$ cat src/rtl/bitcoin_target_compare.sv
// rtl/bitcoin_target_compare.sv - scans hasher h0 words against a difficulty target
// Optional result write-back enabled by TARGET_RESULT_WRITEBACK_EN.
module bitcoin_target_compare #(
  parameter int NUM_OF_NONCES = 16
) (
  input  logic        clk,
  input  logic        reset,
  input  logic        start,
  input  logic [15:0] hash_addr,
  input  logic [15:0] result_addr,
  input  logic [31:0] target,
  output logic        done,
  output logic        found,
  output logic [31:0] found_nonce,
  output logic [31:0] best_nonce,
  output logic [31:0] best_hash,
  output logic        mem_clk,
  output logic        mem_we,
  output logic [15:0] mem_addr,
  output logic [31:0] mem_write_data,
  input  logic [31:0] mem_read_data
);

  typedef enum logic [1:0] {IDLE, READ, WB0, WB1} state_t;

  localparam logic [16:0] N = 17'(NUM_OF_NONCES);

  state_t      state;
  logic [16:0] j;
  logic [15:0] base;
  logic [31:0] tgt;

  logic        found_n;
  logic [31:0] found_nonce_n;
  logic [31:0] best_nonce_n;
  logic [31:0] best_hash_n;
  logic [31:0] nonce;

  assign done    = (state == IDLE);
  assign mem_clk = clk;

  // Word read back in READ cycle j belongs to nonce j-1.
  always_comb begin
    nonce         = 32'(j - 17'd1);
    found_n       = found;
    found_nonce_n = found_nonce;
    best_nonce_n  = best_nonce;
    best_hash_n   = best_hash;
    if (!found && (mem_read_data < tgt)) begin
      found_n       = 1'b1;
      found_nonce_n = nonce;
    end
    if ((j == 17'd1) || (mem_read_data < best_hash)) begin
      best_hash_n  = mem_read_data;
      best_nonce_n = nonce;
    end
  end

`ifdef TARGET_RESULT_WRITEBACK_EN
  logic [15:0] rbase;
`else
  logic unused_result_addr;
  assign unused_result_addr = ^result_addr;
  assign mem_we             = 1'b0;
  assign mem_write_data     = '0;
`endif

  always_ff @(posedge clk) begin
    if (reset) begin
      state       <= IDLE;
      j           <= '0;
      base        <= '0;
      tgt         <= '0;
      found       <= 1'b0;
      found_nonce <= '0;
      best_nonce  <= '0;
      best_hash   <= 32'hFFFF_FFFF;
      mem_addr    <= '0;
`ifdef TARGET_RESULT_WRITEBACK_EN
      rbase          <= '0;
      mem_we         <= 1'b0;
      mem_write_data <= '0;
`endif
    end else begin
      case (state)
        IDLE: begin
          if (start) begin
            tgt         <= target;
            base        <= hash_addr;
            found       <= 1'b0;
            found_nonce <= '0;
            best_nonce  <= '0;
            best_hash   <= 32'hFFFF_FFFF;
            j           <= '0;
            mem_addr    <= hash_addr;
`ifdef TARGET_RESULT_WRITEBACK_EN
            rbase       <= result_addr;
`endif
            state       <= READ;
          end
        end
        READ: begin
          if (j != 17'd0) begin
            found       <= found_n;
            found_nonce <= found_nonce_n;
            best_nonce  <= best_nonce_n;
            best_hash   <= best_hash_n;
          end
          if ((j + 17'd1) < N)
            mem_addr <= base + j[15:0] + 16'd1;
          if (j == N) begin
`ifdef TARGET_RESULT_WRITEBACK_EN
            mem_we         <= 1'b1;
            mem_addr       <= rbase;
            mem_write_data <= {found_n, found_nonce_n[30:0]};
            state          <= WB0;
`else
            state          <= IDLE;
`endif
          end else begin
            j <= j + 17'd1;
          end
        end
`ifdef TARGET_RESULT_WRITEBACK_EN
        WB0: begin
          mem_addr       <= rbase + 16'd1;
          mem_write_data <= best_hash;
          state          <= WB1;
        end
        WB1: begin
          mem_we <= 1'b0;
          state  <= IDLE;
        end
`endif
        default: state <= IDLE;
      endcase
    end
  end

endmodule

$ cat config.mk
export PLATFORM = sky130hd
export DESIGN_NAME = bitcoin_target_compare
export DESIGN_NICKNAME = d
export VERILOG_FILES = /design/src/rtl/bitcoin_target_compare.sv
export SDC_FILE = /design/constraint.sdc
export NUM_CORES = 1
export LEC_CHECK = 0
export ABC_AREA = 1
export ABC_CLOCK_PERIOD_IN_PS = 2400
export CAP_MARGIN = 30
export CORE_ASPECT_RATIO = 1.2
export CORE_MARGIN = 2
export CORE_UTILIZATION = 51
export CTS_BUF_LIST = sky130_fd_sc_hd__clkbuf_8
export DETAILED_ROUTE_END_ITERATION = 8
export PLACE_DENSITY = 0.83
export SKIP_LAST_GASP = 1
export SLEW_MARGIN = 20
export SYNTH_ARGS = -nofsm -noshare
export SYNTH_HDL_FRONTEND = slang
export SYNTH_SLANG_ARGS = --single-unit
$ cat constraint.sdc
create_clock -name clk -period 2.4 [get_ports clk]
set_clock_uncertainty 0.2 [all_clocks]
set_input_delay 0.24 -clock clk [delete_from_list [all_inputs] [get_ports clk]]
set_output_delay 0.24 -clock clk [all_outputs]
set_load 0.05 [all_outputs]
Yosys cells after proc, flatten, opt, wreduce, memory -nomap -nowiden. Cells that the tools add are included.

Add/sub/neg operators: 4. Equality and inequality tests: 10. $lt $le $gt $ge: 3. Mux-type cells: 24. Reduce and logical (&&, ||, !) cells: 12.

Operators with widths (number): 32-bit 2-to-1 mux (8); 32-bit case mux with 2 select lines (3); 32-bit less-than comparator (2); 17-bit 2-to-1 mux (2); 17-bit case mux with 2 select lines (1); 16-bit 2-to-1 mux (2); 16-bit case mux with 2 select lines (1); 17-bit by 1-bit subtractor with 18-bit output, second input constant (1); 17-bit by 1-bit adder with 17-bit output, second input constant (1); 17-bit by 1-bit equality test with 1-bit output, second input constant (1); 17-bit by 5-bit equality test with 1-bit output, second input constant (1); 17-bit by 5-bit less-than comparator with 1-bit output, second input constant (1); 17-bit nonzero test (1); 16-bit by 1-bit adder with 16-bit output, second input constant (1); 16-bit adder (1); 2-bit != test, second input constant (7); 4-bit AND reduction (2); 3-bit AND reduction (2); 2-bit 2-to-1 mux (2); 2-bit case mux with 2 select lines (1); 2-bit AND reduction (2); 1-bit 2-to-1 mux (3); 2-bit by 1-bit equality test with 1-bit output, second input constant (1); 2-bit logical NOT (1); other kinds (5) (5).

Bits in registers: 180. Word-level logic and storage cells: 62. Input bits: 99. Output and inout bits: 148.

Logic depth before layout (Yosys ltp).
Depth in word-level cells: 5. Mapped depth: 18. Mapped depth without buffers: 17.

==> flow_summary.ini <==
[place]
gp_routability_congestion = 0.8825
io_buffer_count = 197
placedInstanceArea_sq_um = 11860
detailedPlacementHpwl_um = 20470
placedCellCount = 1836

[layout]
final_cell_mix = 273 x sky130_fd_sc_hd__nand2_1, 165 x sky130_fd_sc_hd__clkdlybuf4s50_1, 157 x sky130_fd_sc_hd__nand3_1
drive_above_1_share_pct = 16.41
mostFrequentLayoutCell = sky130_fd_sc_hd__nand2_1
final.fill_count = 1472
layoutNonFillerInstCount = 1890
fin_nets = 1801
area_delta_synth_final_pct = 34.43
final_design_area_no_fill_sq_um = 12930

[floorplan]
floorplan.initialDensity_pct = 51.57
std_cell_rows = 55
horizontal_die_dimension_um = 129.4
floorplan.die.height_um = 154.4
design.portCount = 247
design.die.area_sq_um = 19980
fp.coreArea_sq_um = 18650

[worst_setup_path]
crit_cells = 12
master_of_the_slowest_instance_on_the_critical_path = sky130_fd_sc_hd__dfxtp_2
cp.arrival_ns = 2.74
timing.critical_path.max_delay_family = simple AND/OR/NAND/NOR gates
crit_buf_inv = 2
crit_path_start = best_hash[23]
r2r_cells = 12
timing.critical_path.required_ns = 2.68
worst-r2r-setup-slack_ns = -0.06
path_cells = inv_1 -> ha_1 -> a21oi_1 -> o21ai_0 -> o21ba_4 -> nor2_2 -> nand2_2 -> nand2_4 -> nand2_8 -> clkbuf_16 -> nand2_1 -> nand3_1
start_kind = flip-flop
worst_setup_path_end_kind = flip-flop
launch_point_of_the_worst_reg_to_reg_path = best_hash[23]
timing.critical_path.to = best_hash[10]
reg2reg_to = best_hash[10]
worstSetupPathType = reg2reg
cp_slowest_stage_delay_ns = 0.35
worst-path-max-fanout = 14

[routing]
drt_iter0_markers = 628
via_count = 10217
routed_wl_um = 30410
wl_per_cell_um = 16.09
avgViaCountPerCell = 5.406
detail-route-antenna-nets = 0
drc_errors = 0
drt_pass1_iterations = 6

[grt]
grt_start_max_net_pins = 78
grt_overflow = 0
grt_antenna_before_repair = 1
grt_use_total_pct = 27.69
first_global_vias = 9286
grt_pass1_wl_um = 44130

[cts]
clk_pin_slew_ns = 0.10
cts_hold_buf = 0
tritoncts = yes
clkLatencyLatePin_ns = 0.59

[synth]
synth_ff_type = sky130_fd_sc_hd__dfxtp_1
distinct_cells_synth = 38
number_of_synthesized_register_bits = 151
synth_largest_area_cell = sky130_fd_sc_hd__dfxtp_1
post_synth_instance_area_sq_um = 9617
postSynth.asyncResetShare_pct = 0
synth.top_cell.area_share_pct = 31.43
ys_top_cells_by_area = sky130_fd_sc_hd__dfxtp_1 31%, sky130_fd_sc_hd__nand2_1 11%, sky130_fd_sc_hd__ha_1 11%
synthCells = 1413
synth-edff-count = 0
avgSynthCellArea_sq_um = 6.806
yosysWarningCount = 0
ys_seq_area_share_pct = 31.43

[run_status]
status = complete, but fails checks
failed_checks = setup timing

[sta]
report.final.setup_viol = 29
worst_pin_slew_ns = 0.5863
max-slew-margin-rel_pct = 60.79
maximum_operating_frequency_mhz = 406.5
timing.final.hold_violations = 0
hold-worst-slack_ns = 0.03449
finalCriticalPeriod_ns = 2.460
timing.final.crit_share_pct = 102.5
layout_setup_ws_ns = -0.06014
unrepaired_setup_endpoints_after_global_routing = true
slew_viol_final = 0

[pwr]
cellPowerDensity_nw_per_um2 = 602.8
cellLeakagePower_nw = 6.197
power.ir.vdd_worst_mv = 0.3903

[flow_run]
maxCapViolations = 0

[worst_hold_path]
hold_path_class = in2reg
worst min-delay path: cells and delay by family:
family                 cells  cell delay [ns]
buffers and inverters      2             0.46
AOI/OAI and AO/OA          1             0.07
kinds of logic (layout without fill, tap and decap cells):
family / after synthesis / count (layout) / share of synthesized area (%)
fa+ha+maj: 82 / 82 / 10.75
compound gates: 251 / 251 / 13.60
other cells: 1 / 34 / 0.03899
simple gates: 628 / 628 / 28.77
buf+inv: 288 / 476 / 14.32
xor+xnor: 12 / 12 / 1.093
flops: 151 / 151 / 31.43
cell type report:
| cell class | count | area [sq um] | area share, % |
|---|---|---|---|
| Clock inverter | 14 | 181.4 | 1.403 |
| Timing Repair Buffer | 282 | 2814 | 21.77 |
| Sequential cell | 151 | 3085 | 23.87 |
| Tap cell | 256 | 320.3 | 2.478 |
| Multi-Input combinational cell | 1006 | 5628 | 43.53 |
| Inverter | 158 | 598.1 | 4.626 |
| Clock buffer | 22 | 297.8 | 2.304 |
| Antenna cell | 1 | 2.502 | 0.01936 |
routing by layer:
layer	global-route usage, %	vias up	part of all wire (%)
li1	-	4948	-
met1	31.92	4701	37
met2	48.77	469	51
met3	5.292	99	7.3
met4	13.10	0	4.5
met5	0	-	0
sequential cells by signal (all words and copies together), names as in the netlist:
register / count
found: 1
mem_addr: 16
best_hash: 32
tgt: 32
base: 16
best_nonce: 18
j: 17
state: 1
found_nonce: 18
where the power goes:
part	total, mW	internal [mW]	switching, mW	leakage (nW)
sequential	2.83	2.70	0.127	1.25
combinational	2.60	0.932	1.67	4.71
clock	2.37	1.13	1.24	0.242
stage by stage:
stage | total power [mW] | worst slack (ns) | utilization, % | TNS [ns]
detailed placement | 5.393 | -0.2875 | 63.61 | -12.16
floorplan | 4.636 | 0.004077 | - | 0
CTS | 7.624 | 0.001195 | 65.94 | 0
finish | 7.793 | -0.06014 | 69.32 | -0.3900
global placement | 5.341 | -0.1541 | 63.57 | -7.045
global route | 8.141 | -0.1682 | 69.31 | -6.379
what timing repair did:
item                                    CTS  global route
pin swaps                                 0            32
endpoints found under the setup margin   45            96
gates cloned                              0             8
hold endpoints to repair                  0             0
buffers inserted                          0            10
gates resized for setup                  33           120
cell usage after synthesis (2+ instances only):
| cell | n |
|---|---|
| sky130_fd_sc_hd__nand2_1 | 285 |
| sky130_fd_sc_hd__nand3_1 | 162 |
| sky130_fd_sc_hd__inv_1 | 154 |
| sky130_fd_sc_hd__a21oi_1 | 151 |
| sky130_fd_sc_hd__dfxtp_1 | 151 |
| sky130_fd_sc_hd__nor2_1 | 97 |
| sky130_fd_sc_hd__ha_1 | 81 |
| sky130_fd_sc_hd__o21ai_0 | 80 |
| sky130_fd_sc_hd__buf_4 | 68 |
| sky130_fd_sc_hd__clkbuf_1 | 45 |
| sky130_fd_sc_hd__or2_2 | 36 |
| sky130_fd_sc_hd__nor3_1 | 22 |
| sky130_fd_sc_hd__nand4_1 | 12 |
| sky130_fd_sc_hd__buf_2 | 9 |
| sky130_fd_sc_hd__a21o_1 | 6 |
| sky130_fd_sc_hd__xnor2_1 | 6 |
| sky130_fd_sc_hd__xor2_1 | 6 |
| sky130_fd_sc_hd__nand2_2 | 5 |
| sky130_fd_sc_hd__nor2_2 | 5 |
| sky130_fd_sc_hd__o31ai_1 | 5 |
| sky130_fd_sc_hd__buf_1 | 4 |
| sky130_fd_sc_hd__buf_6 | 4 |
| sky130_fd_sc_hd__clkinv_1 | 2 |
| sky130_fd_sc_hd__inv_2 | 2 |
| sky130_fd_sc_hd__nand3_2 | 2 |
how the worst min path moves through the flow:
| stage | startpoint | end | slack (ns) | cells after the start |
|---|---|---|---|---|
| floorplan | hash_addr[10] | base[10] | 0.18 | 2 |
| CTS | hash_addr[11] | base[11] | 0.02 | 3 |
| global placement | base[13] | base[13] | 0.24 | 2 |
| finish | hash_addr[6] | base[6] | 0.03 | 3 |
| global route | hash_addr[3] | base[3] | 0.04 | 3 |
| detailed placement | best_hash[27] | best_hash[27] | 0.25 | 2 |
Note: power is estimated with default switching activity, not from simulation.
